$ cat src/rtl/frame_packetizer_pkg.sv
// Shared constants for the frame packetizer: magic words, block sizes, FSM encoding.
// No logic here beyond small helpers that pick the trailer shape.
// Trailer shape depends only on the chunk flag latched at frame start.
package frame_packetizer_pkg;

    localparam logic [31:0] LEADER_MAGIC        = 32'h4C56_3355;
    localparam logic [31:0] TRAILER_MAGIC       = 32'h5456_3355;
    localparam logic [31:0] PAYLOAD_TYPE        = 32'h0000_0001;
    localparam int          LEADER_WORDS        = 13;
    localparam int          LEADER_SIZE         = 52;
    localparam int          TRAILER_WORDS       = 8;
    localparam int          TRAILER_WORDS_CHUNK = 9;
    localparam int          TRAILER_SIZE        = 32;
    localparam int          TRAILER_SIZE_CHUNK  = 36;

    typedef enum logic [1:0] {
        ST_IDLE    = 2'd0,
        ST_LEADER  = 2'd1,
        ST_PAYLOAD = 2'd2,
        ST_TRAILER = 2'd3
    } state_e;

    function automatic logic [3:0] trailer_last(input logic chunk);
        return chunk ? 4'(TRAILER_WORDS_CHUNK - 1) : 4'(TRAILER_WORDS - 1);
    endfunction

    function automatic logic [31:0] trailer_size(input logic chunk);
        return chunk ? 32'(TRAILER_SIZE_CHUNK) : 32'(TRAILER_SIZE);
    endfunction

endpackage

$ cat src/rtl/pkt_skid_fifo.sv
// Two-entry show-ahead buffer between the packet generator and the consumer.
// Latency: a word written in cycle N is on rd_dat with empty=0 in cycle N+1.
// Backpressure: full when both entries hold data; a write at full is taken only with a same-cycle pop.
module pkt_skid_fifo #(
    parameter int WD = 33
) (
    input  logic          clk,
    input  logic          reset,
    input  logic          wr_vld,
    input  logic [WD-1:0] wr_dat,
    output logic          full,
    input  logic          rd,
    output logic [WD-1:0] rd_dat,
    output logic          empty
);

    logic [WD-1:0] mem [2];
    logic          rd_ptr;
    logic          wr_ptr;
    logic [1:0]    count;
    logic          push;
    logic          pop;

    assign empty  = (count == 2'd0);
    assign full   = (count == 2'd2);
    assign pop    = rd && !empty;
    assign push   = wr_vld && (!full || pop);
    // Drive zero when empty so stale entries never leak onto the output bus.
    assign rd_dat = empty ? '0 : mem[rd_ptr];

    always_ff @(posedge clk) begin
        if (reset) begin
            rd_ptr <= 1'b0;
            wr_ptr <= 1'b0;
            count  <= 2'd0;
        end else begin
            if (push) begin
                mem[wr_ptr] <= wr_dat;
                wr_ptr      <= ~wr_ptr;
            end
            if (pop) begin
                rd_ptr <= ~rd_ptr;
            end
            count <= count + {1'b0, push} - {1'b0, pop};
        end
    end

endmodule

$ cat src/rtl/frame_packetizer.sv
// Wraps a payload stream in a 13-word leader and 8-word trailer (9 with FRAME_PACKETIZER_CHUNK_EN and chunk mode).
// Latency: first leader word visible two cycles after an accepted i_frame_start; one word per cycle thereafter.
// Backpressure: leader/trailer generation and o_pix_ready stall while the 2-entry output buffer is full.
module frame_packetizer
    import frame_packetizer_pkg::*;
#(
    parameter int DATA_WD        = 32,
    parameter int REG_WD         = 32,
    parameter int PACKET_SIZE_WD = 24
) (
    input  logic                      clk,
    input  logic                      reset,
    input  logic                      i_frame_start,
    input  logic [PACKET_SIZE_WD-1:0] iv_payload_size,
    input  logic [63:0]               iv_timestamp,
    input  logic [REG_WD-1:0]         iv_size_x,
    input  logic [REG_WD-1:0]         iv_size_y,
    input  logic [REG_WD-1:0]         iv_offset_x,
    input  logic [REG_WD-1:0]         iv_offset_y,
    input  logic [REG_WD-1:0]         iv_pixel_format,
    input  logic                      i_chunkmodeactive,
    input  logic [DATA_WD-1:0]        iv_pix_data,
    input  logic                      i_pix_valid,
    output logic                      o_pix_ready,
    input  logic                      iv_fifo_rd,
    output logic [DATA_WD:0]          ov_data,
    output logic                      o_empty,
    output logic                      o_frame_drop
);

    state_e                    state, state_nxt;
    logic [3:0]                cnt, cnt_nxt;
    logic [PACKET_SIZE_WD-1:0] pay_cnt, pay_cnt_nxt;
    logic [PACKET_SIZE_WD-1:0] size_q;
    logic [63:0]               ts_q;
    logic [REG_WD-1:0]         size_x_q, size_y_q, offset_x_q, offset_y_q, pix_fmt_q;
    logic [63:0]               block_id;
    logic [63:0]               bytes;
    logic                      frame_drop;
    logic                      accept;
    logic                      bid_inc;
    logic                      wr_vld;
    logic [DATA_WD:0]          wr_dat;
    logic                      full;
    logic                      pix_ready;
    logic [DATA_WD-1:0]        leader_word;
    logic [DATA_WD-1:0]        trailer_word;
    logic                      chunk_q;

`ifdef FRAME_PACKETIZER_CHUNK_EN
    always_ff @(posedge clk) begin
        if (reset) begin
            chunk_q <= 1'b0;
        end else if (accept) begin
            chunk_q <= i_chunkmodeactive;
        end
    end
`else
    logic unused_chunk;
    assign unused_chunk = i_chunkmodeactive;
    assign chunk_q      = 1'b0;
`endif

    assign bytes        = {{(62 - PACKET_SIZE_WD){1'b0}}, size_q, 2'b00};
    assign o_pix_ready  = pix_ready;
    assign o_frame_drop = frame_drop;

    always_comb begin
        leader_word = '0;
        case (cnt)
            4'd0:    leader_word = DATA_WD'(LEADER_MAGIC);
            4'd1:    leader_word = DATA_WD'(LEADER_SIZE);
            4'd2:    leader_word = DATA_WD'(block_id[31:0]);
            4'd3:    leader_word = DATA_WD'(block_id[63:32]);
            4'd4:    leader_word = DATA_WD'(PAYLOAD_TYPE);
            4'd5:    leader_word = DATA_WD'(ts_q[31:0]);
            4'd6:    leader_word = DATA_WD'(ts_q[63:32]);
            4'd7:    leader_word = DATA_WD'(pix_fmt_q);
            4'd8:    leader_word = DATA_WD'(size_x_q);
            4'd9:    leader_word = DATA_WD'(size_y_q);
            4'd10:   leader_word = DATA_WD'(offset_x_q);
            4'd11:   leader_word = DATA_WD'(offset_y_q);
            default: leader_word = '0;
        endcase
    end

    always_comb begin
        trailer_word = '0;
        case (cnt)
            4'd0:    trailer_word = DATA_WD'(TRAILER_MAGIC);
            4'd1:    trailer_word = DATA_WD'(trailer_size(chunk_q));
            4'd2:    trailer_word = DATA_WD'(block_id[31:0]);
            4'd3:    trailer_word = DATA_WD'(block_id[63:32]);
            4'd5:    trailer_word = DATA_WD'(bytes[31:0]);
            4'd6:    trailer_word = DATA_WD'(bytes[63:32]);
            4'd7:    trailer_word = DATA_WD'(size_y_q);
            default: trailer_word = '0;
        endcase
    end

    always_comb begin
        state_nxt   = state;
        cnt_nxt     = cnt;
        pay_cnt_nxt = pay_cnt;
        wr_vld      = 1'b0;
        wr_dat      = '0;
        pix_ready   = 1'b0;
        accept      = 1'b0;
        bid_inc     = 1'b0;
        case (state)
            ST_IDLE: begin
                if (i_frame_start) begin
                    accept    = 1'b1;
                    cnt_nxt   = 4'd0;
                    state_nxt = ST_LEADER;
                end
            end
            ST_LEADER: begin
                if (!full) begin
                    wr_vld = 1'b1;
                    wr_dat = {cnt == 4'd0, leader_word};
                    if (cnt == 4'(LEADER_WORDS - 1)) begin
                        cnt_nxt     = 4'd0;
                        pay_cnt_nxt = '0;
                        state_nxt   = (size_q == '0) ? ST_TRAILER : ST_PAYLOAD;
                    end else begin
                        cnt_nxt = cnt + 4'd1;
                    end
                end
            end
            ST_PAYLOAD: begin
                pix_ready = !full;
                if (i_pix_valid && pix_ready) begin
                    wr_vld = 1'b1;
                    wr_dat = {pay_cnt == '0, iv_pix_data};
                    if (pay_cnt == size_q - PACKET_SIZE_WD'(1)) begin
                        cnt_nxt   = 4'd0;
                        state_nxt = ST_TRAILER;
                    end else begin
                        pay_cnt_nxt = pay_cnt + PACKET_SIZE_WD'(1);
                    end
                end
            end
            ST_TRAILER: begin
                if (!full) begin
                    wr_vld = 1'b1;
                    wr_dat = {cnt == 4'd0, trailer_word};
                    if (cnt == trailer_last(chunk_q)) begin
                        cnt_nxt   = 4'd0;
                        bid_inc   = 1'b1;
                        state_nxt = ST_IDLE;
                    end else begin
                        cnt_nxt = cnt + 4'd1;
                    end
                end
            end
            default: state_nxt = ST_IDLE;
        endcase
    end

    always_ff @(posedge clk) begin
        if (reset) begin
            state      <= ST_IDLE;
            cnt        <= 4'd0;
            pay_cnt    <= '0;
            block_id   <= 64'd1;
            frame_drop <= 1'b0;
            size_q     <= '0;
            ts_q       <= '0;
            size_x_q   <= '0;
            size_y_q   <= '0;
            offset_x_q <= '0;
            offset_y_q <= '0;
            pix_fmt_q  <= '0;
        end else begin
            state      <= state_nxt;
            cnt        <= cnt_nxt;
            pay_cnt    <= pay_cnt_nxt;
            frame_drop <= i_frame_start && (state != ST_IDLE);
            // Wraps naturally from all-ones to zero.
            if (bid_inc) begin
                block_id <= block_id + 64'd1;
            end
            if (accept) begin
                size_q     <= iv_payload_size;
                ts_q       <= iv_timestamp;
                size_x_q   <= iv_size_x;
                size_y_q   <= iv_size_y;
                offset_x_q <= iv_offset_x;
                offset_y_q <= iv_offset_y;
                pix_fmt_q  <= iv_pixel_format;
            end
        end
    end

    pkt_skid_fifo #(
        .WD(DATA_WD + 1)
    ) u_out_buf (
        .clk    (clk),
        .reset  (reset),
        .wr_vld (wr_vld),
        .wr_dat (wr_dat),
        .full   (full),
        .rd     (iv_fifo_rd),
        .rd_dat (ov_data),
        .empty  (o_empty)
    );

endmodule

$ cat config.mk
export PLATFORM = sky130hd
export DESIGN_NAME = frame_packetizer
export DESIGN_NICKNAME = d
export VERILOG_FILES = /design/src/rtl/frame_packetizer_pkg.sv /design/src/rtl/pkt_skid_fifo.sv /design/src/rtl/frame_packetizer.sv
export SDC_FILE = /design/constraint.sdc
export NUM_CORES = 1
export LEC_CHECK = 0
export ABC_AREA = 1
export CORE_MARGIN = 4
export CORE_UTILIZATION = 54
export CTS_CLUSTER_SIZE = 8
export DETAILED_ROUTE_END_ITERATION = 12
export GPL_TIMING_DRIVEN = 1
export PLACE_DENSITY_LB_ADDON = 0.25
export SYNTH_ARGS = -nofsm -noshare
export SYNTH_HDL_FRONTEND = slang
export SYNTH_SLANG_ARGS = --single-unit
export TNS_END_PERCENT = 30
$ cat constraint.sdc
create_clock -name clk -period 6 [get_ports clk]
set_input_delay 1.2 -clock clk [delete_from_list [all_inputs] [get_ports clk]]
set_output_delay 1.2 -clock clk [all_outputs]
set_load 0.05 [all_outputs]
[Yosys cells after proc, flatten, opt, wreduce, memory -nomap -nowiden]
Memories as Yosys holds them, arrays and structs flattened. A register that Yosys moved wholly into a read port is not among the register bits.
Cells that the tools add are included.
Operators by class
  add/sub/neg operators: 6
  bitwise logic cells: 2
  shift-type cells: 0
  multiplexer cells: 43
  $lt $le $gt $ge: 0
  multipliers: 0
  equality and inequality tests: 25
  divide/modulo/power cells: 0
  reduce and logical (&&, ||, !) cells: 18
Operators with widths (count)
  32-bit case mux with 12 select lines: 1
  32-bit case mux with 6 select lines: 1
  33-bit 2-to-1 mux: 4
  33-bit case mux with 3 select lines: 1
  24-bit 2-to-1 mux: 4
  64-bit by 1-bit adder with 64-bit output, second input constant: 1
  24-bit zero test: 2
  24-bit case mux with 2 select lines: 1
  4-bit 2-to-1 mux: 7
  24-bit by 1-bit adder with 24-bit output, second input constant: 1
  24-bit equality test: 1
  24-bit by 1-bit subtractor with 24-bit output, second input constant: 1
  4-bit equality test, second input constant: 5
  4-bit by 3-bit equality test with 1-bit output, second input constant: 4
  2-bit inequality test, second input constant: 8
  4-bit case mux with 4 select lines: 1
  1-bit 2-to-1 mux: 14
  2-bit 2-to-1 mux: 7
  5-bit AND reduction: 2
  4-bit by 2-bit equality test with 1-bit output, second input constant: 2
  2-bit case mux with 4 select lines: 1
  7-bit AND reduction: 1
  2-bit equality test, second input constant: 3
  4-bit by 1-bit adder with 4-bit output, second input constant: 1
  13 further kinds: 20
Word-level totals
  ROM bits: 0
  latch bits: 0
  output and inout port bits: 36
  memories kept: 1
  memory bits (writable): 66
  register bits: 347
Memories
  u_out_buf.mem: depth 2, width 33, read ports 1, clocked after memory_dff 1, write ports 1, RTL line pkt_skid_fifo.sv:17  | logic [WD-1:0] mem [2];

[Depth between registers and ports, before layout]
Gate-level depths: netlist of run 1.
  depth after elaboration: 9
  gate-level depth with buffers: 18
  mapped depth without buffers: 18

[Hierarchy]
Synthesis of run 1 repeated with hierarchy kept, for this count alone.
Second synthesis, totals
  cells, all modules: 2808
  area total of the unflattened synthesis: 20632.3 um^2
Modules (own cells, without submodules)
  frame_packetizer: seq. area each 6866.6 um^2, times used 1, cells an instance 2591, area each 17714.5 um^2
  pkt_skid_fifo: seq. area each 2082.0 um^2, times used 1, cells an instance 217, area each 2917.8 um^2

[Worst setup path before layout of run 1]
OpenSTA, ideal clock, no wires.
  path type: in2reg
  start: input i_pix_valid
  end: memory u_out_buf.mem[1][0] (enable)
  required time: 5536 ps
  library setup time: 464 ps
  stages on the path: 4
  data arrival time: 3757 ps
  buffers on the path: 0
  slack: 1779 ps
  cell sequence: nand2_1 -> o21ai_0 -> nand2_1 -> nor3_1
Between the ends
  longest elaborated chain between the ends: 7
Ends and longest elaborated chain
  start, declared: RTL line frame_packetizer.sv:23  | input logic i_pix_valid,
  1-bit logical AND: RTL line frame_packetizer.sv:133  | if (i_pix_valid && pix_ready) begin
  1-bit 2-to-1 mux: RTL line frame_packetizer.sv:133
  1-bit case mux with 2 select lines: RTL line frame_packetizer.sv:110  | case (state)
  1-bit logical AND: RTL line pkt_skid_fifo.sv:27  | assign push = wr_vld && (!full || pop);
  1-bit 2-to-1 mux: RTL line pkt_skid_fifo.sv:37  | if (push) begin
  1-bit 2-to-1 mux: RTL line pkt_skid_fifo.sv:32  | if (reset) begin
  1-bit 2-to-1 mux (not written as such): RTL line pkt_skid_fifo.sv:38  | mem[wr_ptr] <= wr_dat;
  end, declared: RTL line pkt_skid_fifo.sv:17
Every way passes these cells.

==> results by group, run 1 <==
Status
  • Status: finished clean

Logic synthesis
  • Seq/Total Area, Yosys: 43.8%
  • Number of enable flip-flop cells after synthesis: 66
  • Cell Area, Synth: 20400 um2
  • Mux share of post-synthesis cell area: 0%
  • Largest family of logic cells by synthesized area: simple AND/OR/NAND/NOR gates
  • Adder-cell share of the synthesized area: 0.857%
  • Mapped Avg Cell Area: 7.26 um2
  • Ys async rst share: 0%
  • Post-synthesis xor/xnor area fraction: 2.83%
  • Yosys warning total: 0
  • Compound-Gate Fraction of Synth Area: 18.8%
  • Distinct cells, synth: 54
  • Synthesized instance count: 2817
  • Post-Syn Nets: 3117
  • Synth Flop Type: dfxtp_1
  • Register bit total from synthesis: 414
  • Post-synthesis simple-gate area fraction: 26.4%

Final layout
  • Most common cell after layout, fill and taps aside: nor2_1
  • Register area: 8950 um2
  • Most frequent cells in the layout: nor2_1, nand2_1, dfxtp_1
  • Fraction of layout cells with a size suffix above 1: 5.12%
  • Layout Nets: 3355
  • Synthesis-to-layout area growth: 24.4%
  • # diodes: 0
  • Area occupied by multi-input gates: 10000 um2
  • Final-layout fill cell count: 3208

Setup path
  • CP top delay family: buffers and inverters
  • CP Cell Sequence: inv_1 -> nand2_1 -> a21oi_1 -> clkdlybuf4s50_1
  • Buf+Inv Stages, Crit Path: 2
  • Kind of critical path: reg -> out
  • Crit end category: output port
  • Type of origin of the critical path: flop
  • WP data arrival: 2950 ps
  • CP peak stage delay: 850 ps
  • Slowest CP cell: clkdlybuf4s50_1
  • Critical Path RT: 4800 ps
  • Worst Path Max Fanout: 33

Clock tree
  • Htree depth: 2
  • Maximum clock insertion buffer count: 3
  • CTS clk-pin slew, worst paths: 50 ps
  • CTS Buf Count: 57
  • CTS tree: yes
  • Sink Count: 414
  • Worst-Skew Late Latency: 620 ps
  • Post_cts resized: 0
  • Root buffer cell: clkbuf_16
  • Hold_buf cts: 0
  • Postcts setup bufs: 0

Job
  • MaxCap Viol Count: 0

Die
  • Standard-cell rows: 71
  • Ports: 322
  • Die X: 203 um
  • CORE AREA: 37500 um2
  • Die Ht: 203 um
  • Die area: 41000 um2
  • Initial core utilization: 54.5%

Drt
  • Via/cell ratio: 5.95
  • DRT Pass-1 Iters: 7
  • ANT nets after route: 0
  • Wire length per cell: 21.6 um
  • Vias: 21300
  • Drt total wl: 77300 um
  • DR iter-0 viols: 2774
  • Number of remaining DRC errors: 0

Place
  • Dpl ws: 2180 ps
  • PortBufs: 320
  • Gpl congestion: 1.06
  • Hpwl dp: 58000 um

Pwr
  • Maximum VDD drop: 0.000698 V
  • Pwr dens: 404 nW/um2
  • P_leak: 9.32 nW

Global routing
  • Vias in the first global route: 19600
  • GRT Overall Usage: 36.1%
  • Grt ovf: 0
  • Initial antenna violation count: 0
  • Largest net degree at the start of global routing: 149
  • First-pass GRT wire length: 115000 um

STA
  • Fmax: 0.241 GHz
  • Setup TNS: 0 ps
  • # setup viols final: 0
  • Clock skew: 22.9 ps
  • Period Utilization, post-route: 69.1%
  • Final count of pins violating max slew: 0
  • Hold violation count in the final report: 0
  • Slew HR: 32.2%
  • Fin worst setup slack: 1850 ps
  • Tightest Pin Transition: 1010 ps
  • Minimum clock period: 4150 ps
  • Unrepaired setup endpoints after global routing: no

Hold path
  • HP Class: reg -> reg
-- synth_stat cells (4+ instances only) --
cell / number / area [um2]
nand2_1: 379 / 1420
o21ai_1: 8 / 40.0
nand3b_1: 6 / 45.0
nor2_4: 10 / 113
nand3_1: 74 / 370
nand4_1: 67 / 419
buf_2: 5 / 25.0
nand2_2: 9 / 56.3
nor3b_1: 5 / 37.5
o22ai_1: 30 / 188
nor3_1: 75 / 375
inv_1: 215 / 807
o21ai_0: 316 / 1580
inv_2: 4 / 15.0
buf_1: 7 / 26.3
nor3_2: 5 / 50.1
a22o_1: 21 / 184
dfxtp_1: 348 / 6970
xnor2_1: 14 / 123
ha_1: 14 / 175
nor2_1: 569 / 2140
nor4_1: 9 / 56.3
a31oi_1: 22 / 138
a21oi_1: 224 / 1120
nor2_2: 16 / 100
edfxtp_1: 66 / 1980
clkbuf_1: 148 / 556
nand2_4: 5 / 56.3
xor2_1: 52 / 455
a221oi_1: 52 / 455
-- routing by layer --
layer	track usage (%)	share of wire (%)	up-vias
li1	-	-	9916
met1	47.9	39	9829
met2	54.9	43	1308
met3	7.97	11	251
met4	20.0	6.5	0
met5	0	0	-
-- worst register-to-register path: stages (launching register included) --
cell	delay, ps
dfxtp_1	420
ha_1	420
inv_1	120
nor2_2	660
inv_1	490
o22ai_1	700
a21oi_1	120
nand3_1	190
nand2_1	80
a31oi_1	440
-- state kept, by name, indices dropped and copies added, names as in the netlist, named ones only --
register / count
cnt: 4
size_y_q: 32
pay_cnt: 24
size_q: 24
u_out_buf.mem: 66
o_frame_drop: 1
offset_x_q: 32
pix_fmt_q: 32
ts_q: 64
offset_y_q: 32
state: 2
u_out_buf.rd_ptr: 1
u_out_buf.wr_ptr: 1
u_out_buf.count: 2
size_x_q: 32
block_id: 64
-- area by class of cell --
| class | instances | share of cell area [%] |
|---|---|---|
| clock buffers | 70 | 5.92 |
| repair buffers | 344 | 13.4 |
| flip-flops and latches | 414 | 35.2 |
| multi-input cells | 2016 | 39.5 |
| clock inverters | 2 | 0.143 |
| inverters | 222 | 3.31 |
| well taps | 511 | 2.51 |
-- final timing paths --
| check | slack (ps) | to | start | cells past startpoint |
|---|---|---|---|---|
| max | 1850 | ov_data[3] | flop | 4 |
| min | 450 | pix_fmt_q[13] | pix_fmt_q[13] | 2 |
| max reg2reg | 2110 | u_out_buf.mem[1][10] | cnt[0] | 9 |
| min reg2reg | 450 | pix_fmt_q[13] | pix_fmt_q[13] | 2 |
-- per-stage QoR --
| stage | power [W] | area, um2 | utilization [%] | std cells | hold slack [ps] |
|---|---|---|---|---|---|
| after floorplan | 0.00612 | 20400 | - | 2817 | 425 |
| after global placement | 0.00719 | 23900 | 63.7 | 3507 | 437 |
| after detailed placement | 0.00729 | 23900 | 63.7 | 3507 | 448 |
| after CTS | 0.0102 | 25400 | 67.8 | 3579 | 455 |
| after global routing | 0.0108 | 25400 | 67.8 | 3579 | 466 |
| final | 0.0103 | 25400 | 67.8 | 3579 | 452 |
-- cell families (layout without fill, tap and decap cells) --
group,Yosys count,in the layout
AND/OR/NAND/NOR,1246,1246
AO/OA/AOI/OAI,690,690
flip-flops,414,414
buffers and inverters,387,638
XOR/XNOR,66,66
adder cells (fa/ha/maj),14,14
-- power by group --
group          internal, W  leakage (nW)  switching [W]
Sequential         0.00338          3.46       0.000345
Combinational      0.00112          5.11        0.00252
Clock              0.00172         0.752        0.00118
Note: power is estimated with default switching activity, not from simulation.
==> inputs of run 2 (changes only) <==
Settings changed: CORE_UTILIZATION 54 to 49.
Clock period 6 ns to 3.78 ns, I/O delays scaled along.
==> results by group, run 2 (synthesis gave the netlist of run 1 again) <==
Status
  • Status: finished clean

Drt
  • ANT nets after route: 0 (unchanged)
  • Vias: 21100 (-1.1%)
  • DR iter-0 viols: 2503 (-9.8%)
  • Number of remaining DRC errors: 0 (unchanged)
  • Drt total wl: 79000 um (+2.3%)
  • Via/cell ratio: 5.76 (-3.2%)
  • Wire length per cell: 21.6 um (+0.10%)
  • DRT Pass-1 Iters: 6 (-1)

Global routing
  • First-pass GRT wire length: 116000 um (+0.88%)
  • GRT Overall Usage: 33.5% (-2.5 points)
  • Vias in the first global route: 19500 (-0.35%)
  • GR peak layer: met2
  • Met2 usage: 52.2% (-2.7 points)
  • Grt ovf: 0 (unchanged)
  • Initial antenna violation count: 2 (+2)
  • Largest net degree at the start of global routing: 88 (-41%)
  • Met3 Use GR: 6.39% (-1.6 points)
  • Met1 GRT Util: 46.2% (-1.7 points)

Final layout
  • Most common cell after layout, fill and taps aside: nor2_1
  • # diodes: 0 (unchanged)
  • Fraction of layout cells with a size suffix above 1: 6.66% (+1.5 points)
  • Biggest register: u_out_buf.mem
  • Most frequent cells in the layout: nor2_1, nand2_1, dfxtp_1
  • Layout Cells excl Fill: 3656 (+2.2%)
  • Layout Nets: 3406 (+1.5%)
  • Max reg flops: 66 (unchanged)
  • Final core utilization: 63.3% (-4.5 points)
  • Top Registers: u_out_buf.mem: 66 flops, block_id: 64 flops, ts_q: 64 flops
  • Synthesis-to-layout area growth: 27.0%
  • Final-layout fill cell count: 3651 (+14%)

Place
  • Dpl ws: 841 ps (-1340 ps)
  • PortBufs: 320 (unchanged)
  • Gpl congestion: 1.01 (-5.1%)
  • DP Cell Count: 3578 (+2.0%)
  • Hpwl dp: 61000 um (+5.2%)

Clock tree
  • Sink Count: 414 (unchanged)
  • Htree depth: 2 (unchanged)
  • CTS Buf Count: 58 (+1.8%)
  • CTS clk-pin slew, worst paths: 50 ps (about the same)
  • Post_cts resized: 0 (unchanged)
  • Root buffer cell: clkbuf_16
  • Maximum clock insertion buffer count: 3 (unchanged)
  • Postcts setup bufs: 0 (unchanged)
  • CTS tree: yes
  • Hold_buf cts: 0 (unchanged)
  • Worst-Skew Late Latency: 620 ps (about the same)

Die
  • CORE AREA: 41000 um2 (+9.4%)
  • Ports: 322 (unchanged)
  • Die Ht: 212 um (+4.8%)
  • Initial core utilization: 49.8% (-4.7 points)
  • Die X: 212 um (+4.8%)
  • Die area: 45000 um2 (+9.8%)
  • Standard-cell rows: 74 (+4.2%)

Pwr
  • Maximum VDD drop: 0.000388 V (-44%)
  • Total Power: 0.0165 W (+61%)
  • Pwr dens: 635 nW/um2 (+57%)
  • P_leak: 9.61 nW (+3.1%)

Setup path
  • R2R depth: 10 (+1)
  • Worst reg2reg path endpoint: u_out_buf.mem[0][25]
  • Worst Path Max Fanout: 21 (-36%)
  • Critical Path RT: 3020 ps (-1780 ps)
  • Crit end category: output port
  • RR Startpoint: cnt[3]
  • Type of origin of the critical path: flop
  • FF-to-FF setup slack: 730 ps (-1380 ps)
  • WP data arrival: 2820 ps (-130 ps)
  • Kind of critical path: reg -> out

STA
  • Slew HR: 39.1% (+6.9 points)
  • Unrepaired setup endpoints after global routing: no
  • Period Utilization, post-route: 94.7%
  • # setup viols final: 0 (unchanged)
  • Minimum clock period: 3580 ps
  • Fin worst setup slack: 201 ps (-1650 ps)
  • Tightest Pin Transition: 912 ps (-94.1 ps)
  • Fmax: 0.279 GHz
  • Hold violation count in the final report: 0 (unchanged)
  • Clock skew: 25.9 ps (+3.02 ps)
  • Setup TNS: 0 ps (unchanged)
  • Final count of pins violating max slew: 0 (unchanged)

Hold path
  • HP Start: size_x_q[1]
  • Hold Crit Endpoint: size_x_q[1]
  • HP Class: reg -> reg
  • Hold Path Stages: 2 (unchanged)

Job
  • MaxCap Viol Count: 0 (unchanged)
==> run 2: changes by cell type in the layout (fill, tap and decap cells not counted), moves of 2 or more <==
cell / delta
buf_12: +7
clkbuf_1: +6
clkinv_16: +2
buf_4: +42
==> run 2: worst max-delay path, stage by stage (launching register included) <==
cell and delay (ps):
dfxtp_1 350, nor2_2 710, buf_4 340, a21oi_1 90, clkdlybuf4s50_1 710
==> run 2: where the power goes <==
part           leakage (nW)  internal [W]  total, W  switching (W)
Combinational          5.39       0.00191   0.00593        0.00403
Clock                 0.758       0.00275   0.00464        0.00189
Sequential             3.46       0.00536   0.00592       0.000555
==> run 2: metrics by stage <==
stage | cell area (um2) | hold slack (ps)
after floorplan | 20400 | 425
after global placement | 24400 | 436
after detailed placement | 24400 | 447
after CTS | 26000 | 456
after global routing | 26000 | 474
final | 26000 | 459
==> run 2: layout make-up <==
class	count	area, um2	area share (%)
Inverter	222	843	3.25
Clock inverter	3	67.6	0.260
Sequential cell	414	8950	34.5
Tap cell	532	666	2.56
Multi-Input combinational cell	2016	10100	38.7
Clock buffer	75	1520	5.84
Timing Repair Buffer	394	3870	14.9
==> run 2: layer usage <==
metal / vias up / wire length (um)
li1: 10000 / -
met3: 167 / 7560
met5: - / 13
met4: 2 / 3360
met1: 9781 / 33100
met2: 1094 / 35000
==> run 2: how the worst max path moves through the flow <==
stage / start / to / slack, ps / depth (start not counted)
final: u_out_buf.count[1] / ov_data[14] / 200 / 4
after global routing: u_out_buf.count[1] / ov_data[14] / 70 / 4
after CTS: u_out_buf.count[1] / ov_data[6] / 190 / 4
after detailed placement: u_out_buf.count[1] / ov_data[6] / 840 / 4
after global placement: u_out_buf.count[1] / ov_data[8] / 890 / 4
after floorplan: state[0] / u_out_buf.mem[0][0] / 660 / 8
==> inputs of run 3 (changes only) <==
Settings changed: CORE_UTILIZATION 49 to 54, DONT_BUFFER_PORTS set to 1, SLEW_MARGIN set to 20.
==> results by group, run 3 (synthesis gave the netlist of run 1 again) <==
Status
  • Status: finished clean

Clock tree
  • Post_cts resized: 0 (unchanged)
  • CTS tree: yes
  • CTS Buf Count: 58 (unchanged)
  • Root buffer cell: clkbuf_16
  • Worst-Skew Late Latency: 630 ps (about the same)
  • CTS clk-pin slew, worst paths: 60 ps (about the same)
  • Hold_buf cts: 0 (unchanged)
  • Maximum clock insertion buffer count: 3 (unchanged)
  • Htree depth: 2 (unchanged)
  • Sink Count: 414 (unchanged)
  • Postcts setup bufs: 0 (unchanged)

Final layout
  • Synthesis-to-layout area growth: 11.8%
  • Top Registers: u_out_buf.mem: 66 flops, block_id: 64 flops, ts_q: 64 flops
  • Layout Cells excl Fill: 3339 (-8.7%)
  • Most common cell after layout, fill and taps aside: nor2_1
  • Max reg flops: 66 (unchanged)
  • Most frequent cells in the layout: nor2_1, nand2_1, dfxtp_1
  • Biggest register: u_out_buf.mem
  • Final core utilization: 61.0% (-2.3 points)
  • Layout Nets: 3102 (-8.9%)
  • Fraction of layout cells with a size suffix above 1: 8.02% (+1.4 points)

Place
  • PortBufs: 0 (-100%)
  • DP Cell Count: 3253 (-9.1%)
  • Gpl congestion: 1.03 (+2.1%)
  • Dpl ws: 875 ps (+34.0 ps)
  • Hpwl dp: 59200 um (-3.0%)

Setup path
  • Worst reg2reg path endpoint: u_out_buf.mem[1][4]
  • R2R depth: 12 (+2)
  • Crit end category: flop
  • CP Cell Sequence: ha_1 -> inv_1 -> nor2_4 -> inv_1 -> o21ai_0 -> nor3_1 -> or2_4 -> inv_2 -> buf_4 -> nand2_1 -> a31oi_1 -> buf_4
  • Type of origin of the critical path: flop
  • CP peak stage delay: 430 ps (-280 ps)
  • RR Startpoint: cnt[0]
  • Kind of critical path: reg -> reg
  • Critical Path RT: 4230 ps (+1210 ps)
  • FF-to-FF setup slack: 660 ps (-70 ps)
  • Slowest CP cell: dfxtp_1
  • WP data arrival: 3570 ps (+750 ps)
  • Worst Path Max Fanout: 14 (-33%)

STA
  • Period Utilization, post-route: 82.5% (-12 points)
  • Slew HR: 28.4% (-11 points)
  • Fin worst setup slack: 662 ps (+460 ps)
  • Fmax: 0.321 GHz (+15%)
  • Minimum clock period: 3120 ps (-460 ps)
  • # setup viols final: 0 (unchanged)
  • Unrepaired setup endpoints after global routing: no
  • Hold violation count in the final report: 0 (unchanged)
  • Clock skew: 55.4 ps (+29.5 ps)
  • Tightest Pin Transition: 1070 ps (+160 ps)
  • Final count of pins violating max slew: 0 (unchanged)
  • Setup TNS: 0 ps (unchanged)

Pwr
  • Total Power: 0.0161 W (-2.2%)
  • P_leak: 8.47 nW (-12%)
  • Maximum VDD drop: 0.000445 V (+15%)
  • Pwr dens: 706 nW/um2 (+11%)

Die
  • Standard-cell rows: 71 (-4.1%)
  • CORE AREA: 37500 um2 (-8.6%)
  • Die area: 41000 um2 (-8.9%)
  • Initial core utilization: 54.5% (+4.7 points)
  • Die X: 203 um (-4.6%)
  • Die Ht: 203 um (-4.6%)
  • Ports: 322 (unchanged)

Drt
  • Via/cell ratio: 6.03 (+4.5%)
  • Number of remaining DRC errors: 0 (unchanged)
  • ANT nets after route: 0 (unchanged)
  • Wire length per cell: 23.1 um (+7.1%)
  • Drt total wl: 77300 um (-2.2%)
  • DR iter-0 viols: 2029 (-19%)
  • Vias: 20100 (-4.5%)
  • DRT Pass-1 Iters: 6 (unchanged)

Hold path
  • Hold Crit Endpoint: block_id[45]
  • Hold Path Stages: 1 (-1)
  • HP Start: reset
  • HP Class: in -> reg

Global routing
  • Vias in the first global route: 18300 (-6.5%)
  • First-pass GRT wire length: 113000 um (-2.7%)
  • GRT Overall Usage: 36.0% (+2.5 points)
  • Largest net degree at the start of global routing: 183 (+110%)
  • Grt ovf: 0 (unchanged)
  • Initial antenna violation count: 11 (+9)

Job
  • MaxCap Viol Count: 0 (unchanged)
## run 3: changes by cell type in the layout (fill, tap and decap cells not counted), sizes merged
cell	previous run	this run
clkdlybuf4s50	319	0
clkbuf	75	72
buf	75	90
clkinvlp	1	0
diode	0	10
bufinv	0	1
inv	220	221
## run 3: power breakdown
group | total [W] | internal (W) | switching (W)
Clock | 0.00474 | 0.00283 | 0.00191
Sequential | 0.00594 | 0.00536 | 0.000579
Combinational | 0.00545 | 0.00148 | 0.00397
## run 3: worst max path at each step
stage | start | endpoint | slack, ps | cells after the start
floorplan | state[0] | u_out_buf.mem[0][0] | 660 | 8
global placement | cnt[0] | u_out_buf.mem[0][29] | 930 | 9
detailed placement | cnt[1] | u_out_buf.mem[0][4] | 870 | 13
CTS | flop | ov_data[19] | 700 | 4
global route | flop | ov_data[10] | 520 | 4
finish | cnt[0] | u_out_buf.mem[1][4] | 660 | 12
## run 3: per-stage QoR
| step | cell area, um2 | hold slack, ps |
|---|---|---|
| floorplan | 20400 | 425 |
| global placement | 21200 | 436 |
| detailed placement | 21200 | 444 |
| CTS | 22800 | 181 |
| global route | 22800 | 194 |
| finish | 22900 | 212 |
## run 3: worst max-delay path, delay by kind of cell (launching register included)
| kind | cells | cell delay (ps) |
|---|---|---|
| AND/OR/NAND/NOR | 4 | 840 |
| buffers and inverters | 5 | 1050 |
| adder cells (fa/ha/maj) | 1 | 240 |
| flip-flops | 1 | 430 |
| AO/OA/AOI/OAI | 2 | 390 |
## run 3: cell type report
cell class,count,area (um2)
Antenna cell,10,25.0
Clock buffer,72,1510
Clock inverter,4,85.1
Fill cell,3508,14600
Inverter,222,843
Multi-Input combinational cell,2016,10100
Sequential cell,414,8950
Tap cell,511,639
Timing Repair Buffer,90,738
## run 3: routing by layer
layer	wire length, um	global-route usage, %
met3	8040	7.03
met1	31900	49.8
met4	3600	15.5
met5	34	0
met2	33700	55.4
